$ cat config.mk
export PLATFORM = sky130hd
export DESIGN_NAME = io_sw_conditioner
export DESIGN_NICKNAME = d
export VERILOG_FILES = /design/src/rtl/io_sw_conditioner.sv
export SDC_FILE = /design/constraint.sdc
export NUM_CORES = 1
export LEC_CHECK = 0
export CAP_MARGIN = 20
export CORE_MARGIN = 2
export CORE_UTILIZATION = 53
export CTS_BUF_LIST = sky130_fd_sc_hd__clkbuf_8
export CTS_CLUSTER_SIZE = 16
export DETAILED_ROUTE_END_ITERATION = 12
export MAX_ROUTING_LAYER = met4
export PLACE_DENSITY = 0.8
export SLEW_MARGIN = 5
export SYNTH_ARGS = -nofsm -noshare
export SYNTH_HDL_FRONTEND = slang
export SYNTH_SLANG_ARGS = --single-unit
$ cat constraint.sdc
create_clock -name i_clk -period 1.8 [get_ports i_clk]
set_input_delay 0.36 -clock i_clk [delete_from_list [all_inputs] [get_ports i_clk]]
set_output_delay 0.36 -clock i_clk [all_outputs]
set_load 0.01 [all_outputs]
$ cat src/rtl/io_sw_conditioner.sv
// io_sw_conditioner: brings raw board switches into the core clock domain,
// debounces every bit against a shared prescaled tick, and emits a clean
// registered word plus per-bit rise/fall pulses and a summary event flag.
module io_sw_conditioner #(
  parameter int WIDTH        = 32,
  parameter int TICK_DIV     = 50000,
  parameter int STABLE_TICKS = 10
) (
  input  logic             i_clk,
  input  logic             i_rst,
  input  logic [WIDTH-1:0] i_sw_raw,
  output logic [WIDTH-1:0] o_io_sw,
  output logic [WIDTH-1:0] o_sw_rise,
  output logic [WIDTH-1:0] o_sw_fall,
  output logic             o_sw_event
);

  localparam int PW = (TICK_DIV > 1) ? $clog2(TICK_DIV) : 1;
  localparam int CW = (STABLE_TICKS > 1) ? $clog2(STABLE_TICKS) : 1;
  localparam logic [PW-1:0] PRESC_LAST = PW'(TICK_DIV - 1);
  localparam logic [CW-1:0] CNT_LAST   = CW'(STABLE_TICKS - 1);

  logic [WIDTH-1:0]         sync1;
  logic [WIDTH-1:0]         sync2;
  logic [PW-1:0]            presc;
  logic                     tick;
  logic [WIDTH-1:0][CW-1:0] cnt;
  logic [WIDTH-1:0][CW-1:0] cnt_next;
  logic [WIDTH-1:0]         debounced;
  logic [WIDTH-1:0]         deb_next;
  logic [WIDTH-1:0]         rise_next;
  logic [WIDTH-1:0]         fall_next;

  assign tick = (presc == PRESC_LAST);

  // Two-flop synchronizer per bit, nothing between the stages.
  always_ff @(posedge i_clk) begin
    if (i_rst) begin
      sync1 <= '0;
      sync2 <= '0;
    end else begin
      sync1 <= i_sw_raw;
      sync2 <= sync1;
    end
  end

  // Free-running prescaler; tick marks its last count and is never restarted by input activity.
  always_ff @(posedge i_clk) begin
    if (i_rst) begin
      presc <= '0;
    end else if (tick) begin
      presc <= '0;
    end else begin
      presc <= presc + 1'b1;
    end
  end

  // Per-bit qualification: any agreement clears the count, enough consecutive disagreeing ticks flip the bit.
  always_comb begin
    cnt_next  = cnt;
    deb_next  = debounced;
    rise_next = '0;
    fall_next = '0;
    for (int b = 0; b < WIDTH; b++) begin
      if (sync2[b] == debounced[b]) begin
        cnt_next[b] = '0;
      end else if (tick && (cnt[b] == CNT_LAST)) begin
        deb_next[b]  = sync2[b];
        cnt_next[b]  = '0;
        rise_next[b] = sync2[b];
        fall_next[b] = ~sync2[b];
      end else if (tick) begin
        cnt_next[b] = cnt[b] + 1'b1;
      end
    end
  end

  // Debounce state and all outputs are registered so the pulses line up with the new word.
  always_ff @(posedge i_clk) begin
    if (i_rst) begin
      cnt        <= '0;
      debounced  <= '0;
      o_sw_rise  <= '0;
      o_sw_fall  <= '0;
      o_sw_event <= 1'b0;
    end else begin
      cnt        <= cnt_next;
      debounced  <= deb_next;
      o_sw_rise  <= rise_next;
      o_sw_fall  <= fall_next;
      o_sw_event <= |(rise_next | fall_next);
    end
  end

  assign o_io_sw = debounced;

endmodule

== Word-level counts from Yosys, hierarchy flattened ==
Cells that the tools add are included.
Storage, ports and cells
  register bits after elaboration: 305
  bits of input ports: 34
Cells by class
  bitwise operators: 65
  add/sub/neg operators: 33
  muxes and demuxes: 128
  eq/ne operators: 65
  reductions and logical operators: 98
Operators with widths (count)
  $add A4 B1 Y4 const B: 32
  $eq A4 B4 Y1 const B: 32
  $mux W1: 128
  $reduce_or A3 Y1: 32
  $not A1 Y1: 64
  $reduce_and A2 Y1: 32
  $eq A1 B1 Y1: 32
  $logic_and A1 B1 Y1: 32
  $or A32 B32 Y32: 1
  $reduce_or A32 Y1: 1
  $add A16 B1 Y16 const B: 1
  $eq A16 B16 Y1 const B: 1
  $reduce_or A2 Y1: 1

== Longest topological paths before layout ==
Gate-level depths: netlist of run 1.
  depth after elaboration: 6
  mapped depth: 8
  mapped depth without buffers: 6

== Worst setup path after synthesis of run 1 ==
Ideal clock, no wire load.
  path type: register to register
  start: register presc[0]
  end: register cnt[11] (netlist bit)
  library setup time: 0.115 ns
  clock period less this slack: 1.779 ns
  path buffers: 3
  slack: 0.021 ns
  arrival: 1.665 ns
  stages on the path, launching flop included: 9
  required time: 1.685 ns
  cell sequence: dfxtp_1 ha_1 and3_1 nand4_4 buf_6 clkbuf_1 clkbuf_1 nor2_1 o21a_1
Between the ends
  word-level cells in the longest chain between the ends: 3
RTL lines
  start, declared: RTL line 25  | logic [PW-1:0] presc;
  start signal, assigned: RTL line 54  | presc <= presc + 1'b1;
  $eq A16 B16 Y1 *: RTL line 34  | assign tick = (presc == PRESC_LAST);
  $logic_and A1 B1 Y1: RTL line 67  | end else if (tick && (cnt[b] == CNT_LAST)) begin
  $reduce_or A3 Y1 (no source line)
  end signal, assigned: RTL line 87  | cnt <= cnt_next;
  end, declared: RTL line 27  | logic [WIDTH-1:0][CW-1:0] cnt;
Mark *: on every way between the ends. The rest lies on a longest branch, timed or not.
A chain may end at the register's enable or synchronous reset.

== Worst setup path in the final report of run 1 ==
  start: register presc[5]
  end: register cnt[63] (netlist bit)
The elaborated chain is that of the path after synthesis.

==> results of run 1 <==
[cell usage in the layout, fill, tap and decap left out, drive strengths merged, types with 2 or more instances in the layout]
cell type      synthesis  layout
a21oi                 98      98
dlymetal6s2s           0      17
and4bb                 2       2
buf                   22     103
or3                   97      97
inv                   98     117
xor2                   7       7
dlygate4sd2            0      51
clkdlybuf4s50          0      61
and4                   4       4
nand2b                 2       2
nor4b                 33      33
clkbuf                37      61
a211oi                31      31
clkinv                 0       5
bufinv                 0       2
nor3                   3       3
o21ai                127     127
nor2                 111     111
o22ai                 16      16
nand4                  5       5
nor4                  36      36
nand2                  8       8
nor2b                 64      64
nand3b                32      32
and3                   2       2
dfxtp                305     305
ha                    65      65
xnor2                 69      69
nand3                 37      37
[metal layers]
metal,share of wire,vias up
li1,-,5003
met1,0.43,4844
met2,0.50,264
met3,0.047,67
met4,0.026,0
met5,0,-
[final timing paths]
path / start / end / cells past startpoint
worst max-delay path: presc[5]$_SDFF_PP0_ / cnt[63]$_SDFFE_PP0N_ / 6
worst min-delay path: i_rst / sync1[31]$_SDFF_PP0_ / 2
worst max register to register: presc[5]$_SDFF_PP0_ / cnt[63]$_SDFFE_PP0N_ / 6
worst min register to register: sync1[23]$_SDFF_PP0_ / sync2[23]$_SDFF_PP0_ / 1
[cells in the mapped netlist, drive strengths merged (2+ instances only)]
library cell / n / area [µm²]
nand3b: 32 / 240
o21ai: 127 / 636
and3: 2 / 12.5
a21oi: 98 / 490
nand2: 8 / 30.0
inv: 98 / 368
nor3: 3 / 15.0
nor2b: 64 / 400
nor2: 111 / 417
o22ai: 16 / 100
xnor2: 69 / 604
nand3: 37 / 185
buf: 22 / 169
ha: 65 / 813
xor2: 7 / 61.3
dfxtp: 305 / 6110
nand2b: 2 / 12.5
clkbuf: 37 / 143
and4: 4 / 35.0
a211oi: 31 / 233
or3: 97 / 607
nor4b: 33 / 479
nor4: 36 / 238
nand4: 5 / 46.3
and4bb: 2 / 25.0
[metrics by stage]
| stage | setup TNS, ps | hold WS, ps | setup slack [ps] | std cells |
|---|---|---|---|---|
| after detailed placement | -2550 | 423 | -169 | 1805 |
| final | 0 | 188 | 3.40 | 1895 |
| after global placement | -170 | 418 | -52.1 | 1805 |
| after global routing | -691 | 170 | -53.6 | 1895 |
| after CTS | 0 | 157 | 0.0746 | 1890 |
| after floorplan | 0 | 414 | 20.5 | 1316 |
[report_power, final]
group	total, mW	switching (mW)	leakage [nW]	internal (mW)
clock network	5.84	2.60	0.572	3.24
logic	0.345	0.167	2.89	0.178
registers	6.87	0.0482	2.48	6.83
total	13.1	2.82	5.95	10.2
[cell families (layout without fill, tap and decap cells)]
kind of cell	after synthesis	count (layout)	synth area share
flops	305	305	0.488
buf+inv	157	417	0.0543
xor+xnor	76	76	0.0532
compound gates	275	275	0.118
fa+ha+maj	65	65	0.0651
simple gates	438	438	0.220
[state kept, by name (all words and copies together) (netlist names)]
register and count:
cnt 128, o_io_sw 32, o_sw_fall 32, o_sw_rise 32, sync1 32, sync2 32, presc 16, o_sw_event 1
[cell type report]
| type | instances | share of cell area |
|---|---|---|
| Sequential cell | 305 | 0.382 |
| Multi-Input combinational cell | 854 | 0.368 |
| Inverter | 98 | 0.0230 |
| Timing Repair Buffer | 234 | 0.141 |
| Clock buffer | 59 | 0.0507 |
| Tap cell | 319 | 0.0249 |
| Clock inverter | 26 | 0.0101 |
[worst max-delay path, stage by stage (launching register included)]
cell and delay, ps:
dfxtp_2 330, nor4b_4 350, nand4_4 190, buf_12 200, buf_12 150, or3_1 350, a21oi_1 150
[timing repair]
action                     4_1_cts  5_1_grt
gates resized for setup         73       63
buffers inserted                 0        4
gates cloned                     0        1
pin swaps                        0        7
hold endpoints to repair         0        0
setup endpoints to repair      158      159
==> impl_metrics.tcl, run 1 <==
set metrics [dict create \
    antenna_found_initial 0 \
    grt_overflow 0 \
    insertion_delay_ps 570 \
    pin_count 131 \
    multiInputGateArea_um2 5900 \
    clockBufferDepth 3 \
    power_mw 13.1 \
    drt-initial-drc-count 409 \
    drc 0 \
    initial_utilization 0.536 \
    chipWidth_um 158 \
    nNetsFinal 1641 \
    drive_gt1_frac 0.166 \
    p_leak_nw 5.95 \
    period_needed_ps 1800 \
    synth_flop_cell "dfxtp_1" \
    clock-sinks 305 \
    seq_area_um2 6130 \
    path_class "reg -> reg" \
    gr-usage-met3 0.0372 \
    area_growth_pct 28.2 \
    grt_pass1_wl_um 45600 \
    syn_area_um2 12500 \
    cp_max_fo 33 \
    gp_congestion 0.811 \
    avgSynthCellArea_um2 9.50 \
    netlist_instances 1316 \
    synth_cell_types 38 \
    yosysSeqAreaShare 0.488 \
    vias 10200 \
    endpoint_kind "flop" \
    r2r_setup_slack_ps 3 \
    path_clk_slew_ps 60 \
    maxSlewHeadroom 0.691 \
    cts_buffers 49 \
    wl_um 28400 \
    via_per_inst 5.37 \
    synth_edf_count 0 \
    async_flop_share 0 \
    worst_ir_drop_vdd_mv 0.459 \
    status "completed" \
    use_met1 0.275 \
    die_y_um 158 \
    rows 56 \
    grt_pass1_vias 9835 \
    antenna_cells 0 \
    startpoint_type "flop" \
    cts_root_buffer "clkbuf_8" \
    placed_area_um2 14800 \
    first_pass_iters 5 \
    pwr_density_cell_nw_per_um2 815 \
    post_drt_wl_per_cell_um 15.0 \
    fmax_mhz 557 \
    hold_path.class "in -> reg" \
    io_buffer_count 130 \
    worstMarginPinSlew_ps 459 \
    use_met2 0.388 \
    cts_hold_buf 0 \
    cts.htree.levels 2 \
    die_area_um2 24800 \
    yosysWarnings 0 \
    antenna_left 0 \
    worstPathRequired_ps 2280 \
    grtUsageTotal 0.229 \
    cap_violations 0 \
    fill_cells 1695 \
    hpwl_um 19300 \
    rsz0062_at_grt "yes" \
    finalCritPeriodShare 0.998 \
    synth_seq_cells 305 \
    grt_max_degree 43 \
    utilization 0.687 \
    slew_violations 0 \
    core_area_um2 23300 \
    skew_ps 28.9 \
    cp.arrival_ps 2280 \
    setup_violations 0 \
    cts_tree "done" \
    final_area_um2 16000 \
    hold_viol 0 \
    synthesis.nets 1415 \
    top_usage_layer "met2" \
]
No activity file was read; power rests on OpenSTA's default activity.
==> run 2: changes to the inputs <==
ABC_AREA = 1   (was default)
RECOVER_POWER = 25   (was default)
==> run 2 against run 1 <==
Against the previous run:
- the run now ends with negative setup slack left
- synthesized area increased by 5.2%
- clock skew decreased by 10 ps
- hold slack improved by 75 ps
- count of clock-buffer cells in the layout decreased by 1
- largest power group unchanged
- sequential share of layout area decreased by 2.0 points
- non-clock buffer count decreased by 9
- first-iteration DRC count increased by 57%
- design area increased by 5.4%
- global-route usage increased by 0.37 points
- routed wire length increased by 12%
- cell count increased by 15%
- clock power decreased by 5.7%
==> impl_metrics.tcl, run 2 <==
set metrics [dict create \
    setup_violations 6 \
    yosys-top-cells-count "dfxtp_1, inv_1, nor2_1" \
    avgSynthCellArea_um2 8.22 \
    fin_ws_ps -81.3 \
    maxSlewHeadroom 0.735 \
    fill_cells 1779 \
    endpoint_kind "flop" \
    pwr_density_cell_nw_per_um2 755 \
    synth_top_area_share 0.464 \
    grt_overflow 0 \
    drc 0 \
    grt_max_degree 55 \
    cap_violations 0 \
    grtUsageTotal 0.232 \
    drive_gt1_frac 0.164 \
    ff2ff_path_depth 12 \
    power_frac_comb 0.028 \
    io_buffer_count 130 \
    seq_area_um2 6120 \
    first_pass_iters 5 \
    hold_viol 0 \
    switching_power_mw 2.87 \
    final_area_um2 16900 \
    cp-endpoint "o_sw_event$_SDFF_PP0_" \
    internal-power_mw 9.87 \
    antenna_found_initial 0 \
    worstMarginPinSlew_ps 395 \
    grt_pass1_wl_um 48900 \
    die_y_um 162 \
    cp.arrival_ps 2370 \
    rsz0062_at_grt "yes" \
    gp_congestion 0.824 \
    largest_register_ffs 128 \
    yosys.area.top_type "dfxtp_1" \
    place_ws_ps -56.2 \
    placed_area_um2 15200 \
    core_area_um2 24300 \
    clockBufferDepth 3 \
    synth_edf_count 0 \
    rr_endpoint "o_sw_event$_SDFF_PP0_" \
    antenna_left 0 \
    chipWidth_um 162 \
    slew_violations 0 \
    syn_area_um2 13200 \
    p_sw_frac 0.225 \
    drt-initial-drc-count 644 \
    cp_max_fo 14 \
    hpwl_um 20400 \
    r2r_setup_slack_ps -80 \
    final_common_cell "dfxtp_1" \
    insertion_delay_ps 570 \
    cts_root_buffer "clkbuf_8" \
    critPathLaunch "presc[0]$_SDFF_PP0_" \
    cts_tree "done" \
    yosysSeqAreaShare 0.464 \
    synth_seq_cells 305 \
    fmax_mhz 532 \
    worst_ir_drop_vdd_mv 0.502 \
    yosysWarnings 0 \
    skew_ps 18.8 \
    pwr-share-clk 0.433 \
    clock-sinks 305 \
    wl_um 31700 \
    post_drt_wl_per_cell_um 14.5 \
    worstPathRequired_ps 2290 \
    pin_count 131 \
    regMostFlops "cnt" \
    p_leak_nw 7.13 \
    path_class "reg -> reg" \
    period_needed_ps 1880 \
    nNetsFinal 1921 \
    status "complete, but fails checks" \
    violations "negative setup slack" \
    synth_cell_types 41 \
    finalCritPeriodShare 1.05 \
    hold_path.class "in -> reg" \
    r2r-start "presc[0]$_SDFF_PP0_" \
    netlist_instances 1599 \
    seqPwrFrac 0.539 \
    startpoint_type "flop" \
    grt_pass1_vias 10900 \
    most-common-layout-cells "dfxtp_1, inv_1, nor2_1" \
    cts_hold_buf 0 \
    synth_area_leaders "dfxtp_1, inv_1, ha_1, nor2_1, nand2_1" \
    via_per_inst 5.21 \
    async_flop_share 0 \
    cts_buffers 49 \
    path_clk_slew_ps 60 \
    antenna_cells 0 \
    cts.htree.levels 2 \
    yosysMostFrequentCell "dfxtp_1" \
    rows 57 \
    synth_flop_cell "dfxtp_1" \
    synthesis.nets 1698 \
    area_growth_pct 28.4 \
    vias 11300 \
    initial_utilization 0.541 \
    multiInputGateArea_um2 6050 \
    die_area_um2 26100 \
]
-- run 2: cell types whose count changed after synthesis, sizes merged, moves of 35 or more --
cell | previous run | this run
inv | 98 | 274
nand2 | 8 | 176
nor3 | 3 | 110
or3 | 97 | 0
nor2 | 111 | 200
o21ai | 127 | 39
xnor2 | 69 | 4
nor2b | 64 | 0
nor3b | 0 | 46
nand4 | 5 | 44
or2 | 1 | 38
a21oi | 98 | 63
-- run 2: logic make-up (layout without fill, tap and decap cells) --
logic type | after synthesis | after routing | share of synthesized area
AO/OA/AOI/OAI | 145 | 145 | 0.0640
AND/OR/NAND/NOR | 721 | 721 | 0.285
flip-flops | 305 | 305 | 0.464
XOR/XNOR | 34 | 34 | 0.0226
adder cells (fa/ha/maj) | 65 | 65 | 0.0618
buffers and inverters | 329 | 583 | 0.103
-- run 2: how the worst min path moves through the flow --
| stage | from | endpoint | slack [ps] | cells past startpoint |
|---|---|---|---|---|
| final | i_rst | sync2[20]$_SDFF_PP0_ | 260 | 3 |
| after detailed placement | sync1[14]$_SDFF_PP0_ | sync2[14]$_SDFF_PP0_ | 390 | 2 |
| after CTS | i_rst | sync1[18]$_SDFF_PP0_ | 220 | 3 |
| after global placement | sync1[11]$_SDFF_PP0_ | sync2[11]$_SDFF_PP0_ | 390 | 2 |
| after global routing | i_rst | sync2[20]$_SDFF_PP0_ | 270 | 3 |
| after floorplan | sync1[0]$_SDFF_PP0_ | sync2[0]$_SDFF_PP0_ | 390 | 2 |
-- run 2: per-layer routing --
metal | track usage | part of all wire
met1 | 0.265 | 0.42
met2 | 0.407 | 0.50
met3 | 0.0442 | 0.057
met4 | 0.0836 | 0.026
met5 | - | 0
-- run 2: final cells by class --
cell class,instances,area share
clock buffer,58,0.0473
inverter,276,0.0621
timing repair buffer,225,0.140
sequential,305,0.362
multi-input combinational,965,0.358
clock inverter,24,0.00593
tap,324,0.0240
-- run 2: power by group through the flow --
stage	Sequential, mW	Combinational, mW	Clock (mW)
2_1_floorplan	7.00	0.185	0
3_3_place_gp	7.01	0.329	0
3_5_place_dp	7.01	0.336	0
4_1_cts	6.87	0.342	5.62
5_1_grt	6.87	0.396	5.93
6_report	6.87	0.361	5.51
-- run 2: per-stage QoR --
| step | hold WS (ps) | TNS [ps] | util | power, mW | instances |
|---|---|---|---|---|---|
| 2_1_floorplan | 388 | 0 | - | 7.19 | 1599 |
| 3_3_place_gp | 389 | -25.0 | 0.627 | 7.34 | 2071 |
| 3_5_place_dp | 393 | -489 | 0.627 | 7.35 | 2071 |
| 4_1_cts | 223 | 0 | 0.667 | 12.8 | 2156 |
| 5_1_grt | 274 | -1840 | 0.694 | 13.2 | 2177 |
| 6_report | 263 | -207 | 0.694 | 12.7 | 2177 |
-- run 2: worst max-delay path, cell delays in order (launching register included) --
cell and delay [ps]:
dfxtp_2 350, ha_4 150, nand3_4 80, nor2_4 200, buf_6 130, buf_8 120, buf_12 150, nand4_1 140
nand2_1 130, nor2_1 80, nand2_1 80, nor2_1 40, a21oi_1 140
-- run 2: timing repair --
action,4_1_cts,5_1_grt
pin swaps,2,16
buffers inserted,1,18
gates resized for setup,79,113
cloned,2,3
setup endpoints to repair,99,142
